===== src/rtl/mips_run_ctrl.sv =====
`timescale 1ns/1ps
// ---------------------------------------------------------------------------
// mips_run_ctrl
//
// Purpose:
//   Supervises one "run" of an attached MIPS core.  A start request puts the
//   core into reset for RESET_CYCLES cycles.  The core is then released and
//   runs until one of three things happens:
//     - it fetches the halt instruction (HALT_INSTR, a syscall by default),
//     - it uses up the cycle budget given with the start request, or
//     - its PC stays unchanged for STALL_LIMIT consecutive RUN cycles.
//   After termination the core is held in reset again.  The cause, the PC at
//   termination and the number of RUN cycles stay available until the next
//   start request.
//
// Parameters:
//   RESET_CYCLES  cycles cpu_rst_n is held low before a run (1..255)
//   HALT_INSTR    instruction word that ends a run
//   STALL_LIMIT   consecutive equal-PC RUN cycles that end a run (2..255)
//
// Ports:
//   clk          in   1  system clock, rising edge
//   rst          in   1  synchronous active-high reset, overrides start
//   start        in   1  one-cycle request to begin a run (IDLE/DONE only)
//   cycle_limit  in  32  maximum RUN cycles, 0 = unlimited, taken at start
//   pc           in  32  core program counter
//   instr        in  32  instruction the core is currently fetching
//   cpu_rst_n    out  1  active-low reset to the core, high only in RUN
//   running      out  1  high in RUN
//   done         out  1  high in DONE
//   halt_cause   out  2  00 none, 01 halt instr, 10 cycle limit, 11 PC stall
//   cycle_cnt    out 32  RUN cycles in the current or last run, saturating
//   final_pc     out 32  pc sampled in the terminating cycle
//
// Every output is either a flop or a decode of the state register, so there
// is no combinational path from any input to any output.
// ---------------------------------------------------------------------------
module mips_run_ctrl #(
  parameter int unsigned RESET_CYCLES = 2,
  parameter logic [31:0] HALT_INSTR   = 32'h0000000C,
  parameter int unsigned STALL_LIMIT  = 4
) (
  input  logic        clk,
  input  logic        rst,
  input  logic        start,
  input  logic [31:0] cycle_limit,
  input  logic [31:0] pc,
  input  logic [31:0] instr,
  output logic        cpu_rst_n,
  output logic        running,
  output logic        done,
  output logic [1:0]  halt_cause,
  output logic [31:0] cycle_cnt,
  output logic [31:0] final_pc
);

  typedef enum logic [1:0] {
    ST_IDLE  = 2'd0,
    ST_RESET = 2'd1,
    ST_RUN   = 2'd2,
    ST_DONE  = 2'd3
  } state_t;

  localparam logic [1:0] CAUSE_NONE  = 2'b00;
  localparam logic [1:0] CAUSE_HALT  = 2'b01;
  localparam logic [1:0] CAUSE_LIMIT = 2'b10;
  localparam logic [1:0] CAUSE_STALL = 2'b11;

  // Reset counter load value.
  localparam logic [7:0] RESET_LOAD = 8'(RESET_CYCLES);

  // The stall counter holds the number of equal-PC comparisons seen so far in
  // the current stretch.  When it already holds STALL_LIMIT-2 and the PC is
  // unchanged again, it would reach STALL_LIMIT-1: that is the STALL_LIMIT-th
  // cycle with the same PC, so the run ends in this cycle.
  localparam logic [7:0] STALL_LAST = 8'(STALL_LIMIT - 2);

  state_t      state_q,       state_d;
  logic [31:0] limit_q,       limit_d;
  logic [31:0] cycle_cnt_q,   cycle_cnt_d;
  logic [1:0]  halt_cause_q,  halt_cause_d;
  logic [31:0] final_pc_q,    final_pc_d;
  logic [7:0]  rst_cnt_q,     rst_cnt_d;
  logic [7:0]  stall_cnt_q,   stall_cnt_d;
  logic [31:0] prev_pc_q,     prev_pc_d;

  logic [31:0] cnt_inc;
  logic        first_cycle;
  logic        pc_same;
  logic        halt_hit;
  logic        limit_hit;
  logic        stall_hit;

  // Termination conditions, evaluated on the pc/instr values the flops sample
  // at the end of the current RUN cycle.
  // cycle_cnt is cleared on every accepted start and only counts in RUN, so a
  // zero count in RUN marks the first RUN cycle.  There is no previous PC to
  // compare against in that cycle.
  always_comb begin
    cnt_inc     = (cycle_cnt_q == 32'hFFFF_FFFF) ? cycle_cnt_q : cycle_cnt_q + 32'd1;
    first_cycle = (cycle_cnt_q == 32'd0);
    pc_same     = !first_cycle && (pc == prev_pc_q);
    halt_hit    = (instr == HALT_INSTR);
    // The count is widened by one bit so that the +1 cannot wrap.
    limit_hit   = (limit_q != 32'd0) &&
                  (({1'b0, cycle_cnt_q} + 33'd1) == {1'b0, limit_q});
    stall_hit   = pc_same && (stall_cnt_q == STALL_LAST);
  end

  // Next-state and datapath logic.  Every register holds its value by
  // default.  Each state then overrides only what it changes.
  always_comb begin
    state_d      = state_q;
    limit_d      = limit_q;
    cycle_cnt_d  = cycle_cnt_q;
    halt_cause_d = halt_cause_q;
    final_pc_d   = final_pc_q;
    rst_cnt_d    = rst_cnt_q;
    stall_cnt_d  = stall_cnt_q;
    prev_pc_d    = prev_pc_q;

    unique case (state_q)
      // IDLE and DONE both accept a start.  Accepting it clears the results
      // of the previous run, so they do not linger while the core is in
      // reset.
      ST_IDLE, ST_DONE: begin
        if (start) begin
          state_d      = ST_RESET;
          limit_d      = cycle_limit;
          cycle_cnt_d  = 32'd0;
          halt_cause_d = CAUSE_NONE;
          final_pc_d   = 32'd0;
          rst_cnt_d    = RESET_LOAD;
          stall_cnt_d  = 8'd0;
        end
      end

      // The counter is loaded with RESET_CYCLES and leaves on the cycle it
      // reads 1, which gives exactly RESET_CYCLES cycles in this state.
      ST_RESET: begin
        rst_cnt_d = rst_cnt_q - 8'd1;
        if (rst_cnt_q <= 8'd1) begin
          state_d     = ST_RUN;
          rst_cnt_d   = 8'd0;
          stall_cnt_d = 8'd0;
        end
      end

      // The terminating cycle is still counted and its PC is captured.
      // The causes are checked in priority order: halt, then limit, then
      // stall.
      ST_RUN: begin
        cycle_cnt_d = cnt_inc;
        prev_pc_d   = pc;
        stall_cnt_d = pc_same ? stall_cnt_q + 8'd1 : 8'd0;
        if (halt_hit || limit_hit || stall_hit) begin
          state_d    = ST_DONE;
          final_pc_d = pc;
          if (halt_hit) begin
            halt_cause_d = CAUSE_HALT;
          end else if (limit_hit) begin
            halt_cause_d = CAUSE_LIMIT;
          end else begin
            halt_cause_d = CAUSE_STALL;
          end
        end
      end

      default: begin
        state_d = ST_IDLE;
      end
    endcase
  end

  // State and datapath registers.  rst is synchronous and overrides
  // everything, including a start in the same cycle.
  always_ff @(posedge clk) begin
    if (rst) begin
      state_q      <= ST_IDLE;
      limit_q      <= 32'd0;
      cycle_cnt_q  <= 32'd0;
      halt_cause_q <= CAUSE_NONE;
      final_pc_q   <= 32'd0;
      rst_cnt_q    <= 8'd0;
      stall_cnt_q  <= 8'd0;
      prev_pc_q    <= 32'd0;
    end else begin
      state_q      <= state_d;
      limit_q      <= limit_d;
      cycle_cnt_q  <= cycle_cnt_d;
      halt_cause_q <= halt_cause_d;
      final_pc_q   <= final_pc_d;
      rst_cnt_q    <= rst_cnt_d;
      stall_cnt_q  <= stall_cnt_d;
      prev_pc_q    <= prev_pc_d;
    end
  end

  // The status outputs decode the state register only.  The result outputs
  // come straight from their flops.
  assign cpu_rst_n  = (state_q == ST_RUN);
  assign running    = (state_q == ST_RUN);
  assign done       = (state_q == ST_DONE);
  assign halt_cause = halt_cause_q;
  assign cycle_cnt  = cycle_cnt_q;
  assign final_pc   = final_pc_q;

endmodule


===== config.mk =====
export PLATFORM = sky130hd
export DESIGN_NAME = mips_run_ctrl
export DESIGN_NICKNAME = d
export VERILOG_FILES = /design/src/rtl/mips_run_ctrl.sv
export SDC_FILE = /design/constraint.sdc
export NUM_CORES = 1
export LEC_CHECK = 0
export BUFFER_PORTS_ARGS = -buffer_cell sky130_fd_sc_hd__buf_2
export CORE_ASPECT_RATIO = 0.5
export CORE_MARGIN = 4
export CORE_UTILIZATION = 53
export CTS_CLUSTER_DIAMETER = 150
export DETAILED_ROUTE_END_ITERATION = 8
export PLACE_DENSITY_LB_ADDON = 0.3
export REMOVE_ABC_BUFFERS = 1
export SETUP_SLACK_MARGIN = 0.02
export SLEW_MARGIN = 30
export SYNTH_ARGS = -nofsm -noshare
export SYNTH_HDL_FRONTEND = slang
export SYNTH_SLANG_ARGS = --single-unit

===== constraint.sdc =====
create_clock -name clk -period 4.6 [get_ports clk]
set_clock_uncertainty 0.05 [all_clocks]
set_input_delay 0.46 -clock clk [delete_from_list [all_inputs] [get_ports clk]]
set_output_delay 0.46 -clock clk [all_outputs]
set_load 0.1 [all_outputs]

Yosys cells after proc, flatten, opt, wreduce, memory -nomap -nowiden
Index checks and enable logic that the tools add are counted.
W data, S select, Z words.

storage, ports and cells
  flip-flop bits (word level) = 148

cells by class
  $add $sub $neg = 4
  magnitude comparators = 1
  equality and inequality tests = 12
  mux-type cells = 21
  reduce and logical (&&, ||, !) cells = 18

operator list
  kind                     count
  $pmux W32 S2             2
  $mux W32                 3
  $mux W8                  5
  $add A32 B1 Y33 const B  1
  $eq A33 B32 Y1           1
  $add A32 B1 Y32 const B  1
  $eq A32 B32 Y1           1
  $eq A32 B32 Y1 const B   1
  $eq A32 B4 Y1 const B    1
  $logic_not A32 Y1        1
  $reduce_bool A32 Y1      1
  $pmux W8 S3              1
  $pmux W8 S2              1
  $mux W2                  6
  $reduce_and A3 Y1        3
  $add A8 B1 Y8 const B    1
  $eq A8 B2 Y1 const B     1
  $le A8 B1 Y1 const B     1
  $sub A8 B1 Y8 const B    1
  $ne A2 B2 Y1 const B     3
  $pmux W2 S3              1
  $reduce_and A2 Y1        3
  $eq A2 B2 Y1 const B     2
  $pmux W2 S2              1
  other kinds (9)          13

Longest topological paths before layout
  depth after elaboration = 7
  mapped depth = 13

Worst setup path before layout
OpenSTA, ideal clock, no wires.

  path type = reg2reg
  start = reg cycle_cnt_q[1] (netlist: cycle_cnt[1])
  end = reg final_pc_q[13] (netlist: final_pc[13])
  arrival time = 3.992 ns
  required time = 4.481 ns
  setup slack = 0.488 ns
  stages on the path, launching flop included = 12
  path buffers = 1
  period minus slack after synthesis = 4.112 ns
  path through = dfxtp_1 ha_1 nand3_2 or4_4 o32a_1 a2111oi_2 o2111ai_1 nor4_4 a21oi_2 buf_6 or4_1 o21ai_1

on the way
  word-level cells in the longest chain between the ends = 7
  elaborated cells between the ends (all ways) = 11

RTL lines
  element                                                    line      RTL
  start, declared                                            80        logic [31:0] cycle_cnt_q, cycle_cnt_d;
  start signal, assigned                                     190       cycle_cnt_q <= cycle_cnt_d;
  $add A32 B1 Y33 or $logic_not A32 Y1 (tied branches)       106, 101
  $eq A33 B32 Y1 or $logic_not A1 Y1 (tied branches)         106, 102
  $logic_and A1 B1 Y1, on equally long branches              105, 102
  $logic_or A1 B1 Y1 or $logic_and A1 B1 Y1 (tied branches)  156, 107
  $logic_or A1 B1 Y1 (*)                                     156       if (halt_hit || limit_hit || stall_hit) begin
  $ne A2 B1 Y1 (no line) (*)                                 n/a
  $reduce_and A3 Y1 (no line) (*)                            n/a
  end signal, assigned                                       192       final_pc_q <= final_pc_d;
  end, declared                                              82        logic [31:0] final_pc_q, final_pc_d;

Mark *: on every way between the ends. The rest lies on a longest branch, timed or not.
A chain may end at the register's enable or synchronous reset.

Worst setup path in the final report
  start = reg cycle_cnt_q[0] (netlist: cycle_cnt[0])
  end = reg final_pc_q[18] (netlist: final_pc[18])

The elaborated chain is that of the path after synthesis.

==> impl_metrics.csv <==
group,metric,value,unit
power_and_ir_drop,finalPower,4.92,mW
yosys,synth.area.top_cells,"dfxtp_1 37%, nand2_1 8.4%, a21oi_1 6.4%",
power_and_ir_drop,cellLeakagePower,3.77,nW
critical_path,cp_max_fo,18,
grt,grt_pass1_wl,38400,µm
clock_tree,cts_setup_buffers,0,
power_and_ir_drop,switchingPower,2.04,mW
floorplanning,coreArea,14600,µm²
grt,busiest_layer,"met2",
job,cap_violations,0,
placement,gp_congestion,0.953,
critical_path,cp.arrival,4.41,ns
power_and_ir_drop,power_frac_seq,33.4,%
hold_path,hp-start,"cycle_limit[29]",
clock_tree,cts_hold_buffers,0,
sta,worst_pin_slew,0.906,ns
clock_tree,cts.sinks,148,
yosys,yosys.area.top_type,"dfxtp_1",
clock_tree,clockBufferDepth,2,
layout,final_cells,1356,
floorplanning,ios,168,
grt,grt_max_degree,115,
yosys,async_flop_share,0,%
power_and_ir_drop,p_int,2.88,mW
hold_path,hold_class,"input pin to flip-flop",
clock_tree,cts_tree,"yes",
yosys,synth_top_area_share,37.1,%
floorplanning,rows,31,
placement,dpl.cell_count,1323,
hold_path,hold-path-endpoint,"limit_q[29]",
routing,via_per_inst,5.97,
floorplanning,start_util,54.6,%
layout,layout-drive-gt1-share,20.2,%
grt,grt_use_total,27.6,%
critical_path,critPathCaptureType,"flip-flop",
layout,areaGrowthSynthToFinish,18.3,%
sta,fin_crit,4.12,ns
grt,grtUsageMet2,45.2,%
floorplanning,die_w,182,µm
sta,slew_viol_final,0,
power_and_ir_drop,power_frac_clock,30.0,%
yosys,synth_cell_types,62,
routing,ant_nets,0,
power_and_ir_drop,comb_power_share,36.5,%
critical_path,r2r-start,"cycle_cnt[0]",
critical_path,start_kind,"flip-flop",
clock_tree,clk_latency,0.43,ns
power_and_ir_drop,p_sw_share,41.4,%
critical_path,worstPathRequired,4.88,ns
clock_tree,h-tree-depth,4,
layout,nNetsFinal,1253,
yosys,synth_warnings,0,
routing,drc,0,
grt,met3_usage,5.96,%
sta,hold_viol,0,
critical_path,reg2reg_slack,0.48,ns
routing,wire_per_inst,17.8,µm
sta,fin_crit_sh,89.6,%
power_and_ir_drop,p_per_area,521,nW/µm²
yosys,synth_edf_count,0,
grt,antenna_found_initial,1,
run_status,status,"finished clean",
power_and_ir_drop,ir_drop,0.323,mV
grt,grt-ovfl-total,0,
floorplanning,die_area,17200,µm²
yosys,synth_ff_type,"dfxtp_1",
routing,dr_total_vias,8089,
hold_path,min_path_cells,3,
clock_tree,clk_pin_slew,0.07,ns
floorplanning,fp.dieH,94.8,µm
sta,rsz0062_at_grt,"false",
sta,fmax,0.243,GHz
routing,drt_wl_total,24200,µm
grt,met1_usage,36.6,%
critical_path,crit_type,"flip-flop to flip-flop",
clock_tree,cts-buffers-inserted,17,
placement,port-buffer-count,167,
yosys,ys_seq_area_share,37.1,%
grt,grt_pass1_vias,7582,
critical_path,r2r-end,"final_pc[18]",
clock_tree,cts-root-buf,"clkbuf_16",
sta,relSlewSlack,39.6,%
critical_path,reg2reg_depth,11,
yosys,syn_inst,1025,
sta,setup_viol,0,
yosys,syn_avg_cell_area,7.79,µm²
clock_tree,ctsResizeCount,0,
routing,drtIter0Drc,703,
placement,hpwl,16700,µm
sta,fin_tns_setup,0,ns
yosys,synth-seq-cells,148,
routing,first_pass_iters,6,
yosys,synth_area,7990,µm²
sta,fin_hold_ws,0.208,ns
-- flip-flops by register name, indices dropped and copies added (netlist names) --
register,cells
cycle_cnt,32
state_q,2
final_pc,32
halt_cause,2
stall_cnt_q,8
rst_cnt_q,8
prev_pc_q,32
limit_q,32
-- layout by cell type, fill, tap and decap left out, types with 5 or more instances in the layout --
| cell type | count |
|---|---|
| nand3_1 | 21 |
| buf_4 | 13 |
| buf_2 | 166 |
| a21oi_1 | 101 |
| and3_1 | 7 |
| dfxtp_1 | 148 |
| o21ai_1 | 28 |
| nand2_1 | 178 |
| nor2_1 | 55 |
| or4_1 | 38 |
| and4_1 | 8 |
| inv_1 | 14 |
| or3_1 | 13 |
| xnor2_1 | 30 |
| nor4_1 | 37 |
| inv_6 | 5 |
| nand4_1 | 23 |
| clkbuf_16 | 17 |
| xor2_1 | 52 |
| o21ai_0 | 34 |
| a211oi_1 | 5 |
| ha_1 | 9 |
| nand2b_1 | 37 |
| nor3_1 | 26 |
| a22oi_1 | 11 |
-- power by group through the flow --
stage               registers, mW  clock network (mW)  logic, mW
floorplan                    1.84                   0       1.06
global placement             1.66                   0       1.73
detailed placement           1.66                   0       1.77
CTS                          1.64                1.49       1.79
global route                 1.66                1.55       1.97
finish                       1.65                1.48       1.80
-- metrics by stage --
| stage | setup WS [ns] | util (%) | cell area (µm²) |
|---|---|---|---|
| 6_report | 0.477 | 64.6 | 9450 |
| 5_1_grt | 0.164 | 64.6 | 9450 |
| 4_1_cts | 0.492 | 64.6 | 9450 |
| 3_5_place_dp | 0.552 | 60.4 | 8830 |
| 3_3_place_gp | 0.699 | 60.4 | 8830 |
| 2_1_floorplan | -2.31 | - | 7630 |
-- worst max-delay path, cell delays in order, from the launching register on --
cell and delay [ns]:
dfxtp_1 0.49, ha_1 0.36, nand3_2 0.19, nor4_4 0.51, nand4b_1 0.26, xnor2_1 0.19
or4_1 0.55, nor4_4 0.30, a21oi_2 0.28, buf_4 0.26, or4_1 0.48, o21ai_0 0.11
-- cells by family after synthesis --
logic type	synth area share, %
AOI/OAI and AO/OA	15.9
adders and majority gates	1.57
and+or+nand+nor	30.9
muxes	0.141
DFF	37.1
buffers and inverters	5.23
xor gates and xnor gates	9.19
-- layer usage --
layer,part of all wire (%),vias to the layer above
li1,-,3874
met2,47,335
met1,43,3843
met4,2.0,0
met5,0,-
met3,7.9,37
-- worst max path at each step --
stage                 start       endpoint  slack [ns]  depth (start not counted)
4_1_cts        cycle_cnt[0]   final_pc[18]        0.49                         11
2_1_floorplan    state_q[0]  cycle_cnt[15]       -2.31                          9
5_1_grt        cycle_cnt[0]   final_pc[18]        0.16                         11
3_3_place_gp   cycle_cnt[0]   final_pc[16]        0.70                         11
3_5_place_dp   cycle_cnt[0]   final_pc[19]        0.55                         11
6_report       cycle_cnt[0]   final_pc[18]        0.48                         11
-- cells in the mapped netlist, types with 4 or more instances --
| library cell | n |
|---|---|
| nand2_1 | 178 |
| dfxtp_1 | 148 |
| a21oi_1 | 102 |
| nor2_1 | 56 |
| clkbuf_1 | 54 |
| xor2_1 | 52 |
| or4_1 | 38 |
| nand2b_1 | 37 |
| nor4_1 | 37 |
| o21ai_0 | 34 |
| xnor2_1 | 30 |
| o21ai_1 | 28 |
| nor3_1 | 26 |
| nand4_1 | 23 |
| nand3_1 | 21 |
| inv_1 | 14 |
| or3_1 | 13 |
| a22oi_1 | 11 |
| buf_2 | 10 |
| ha_1 | 10 |
| and4_1 | 8 |
| and3_1 | 7 |
| buf_4 | 6 |
| a211oi_1 | 5 |
| a21o_1 | 4 |
| a2bb2oi_1 | 4 |
| a31o_2 | 4 |
| and2_1 | 4 |
| buf_1 | 4 |
| nor2b_1 | 4 |
-- layout make-up --
type	count	area, µm²
inverter	15	56.3
antenna	1	2.50
sequential	148	2960
clock inverter	12	166
multi-input combinational	782	4630
tap	198	248
fill	1274	5170
clock buffer	20	447
timing repair buffer	180	940
Note: power is estimated with default switching activity, not from simulation.
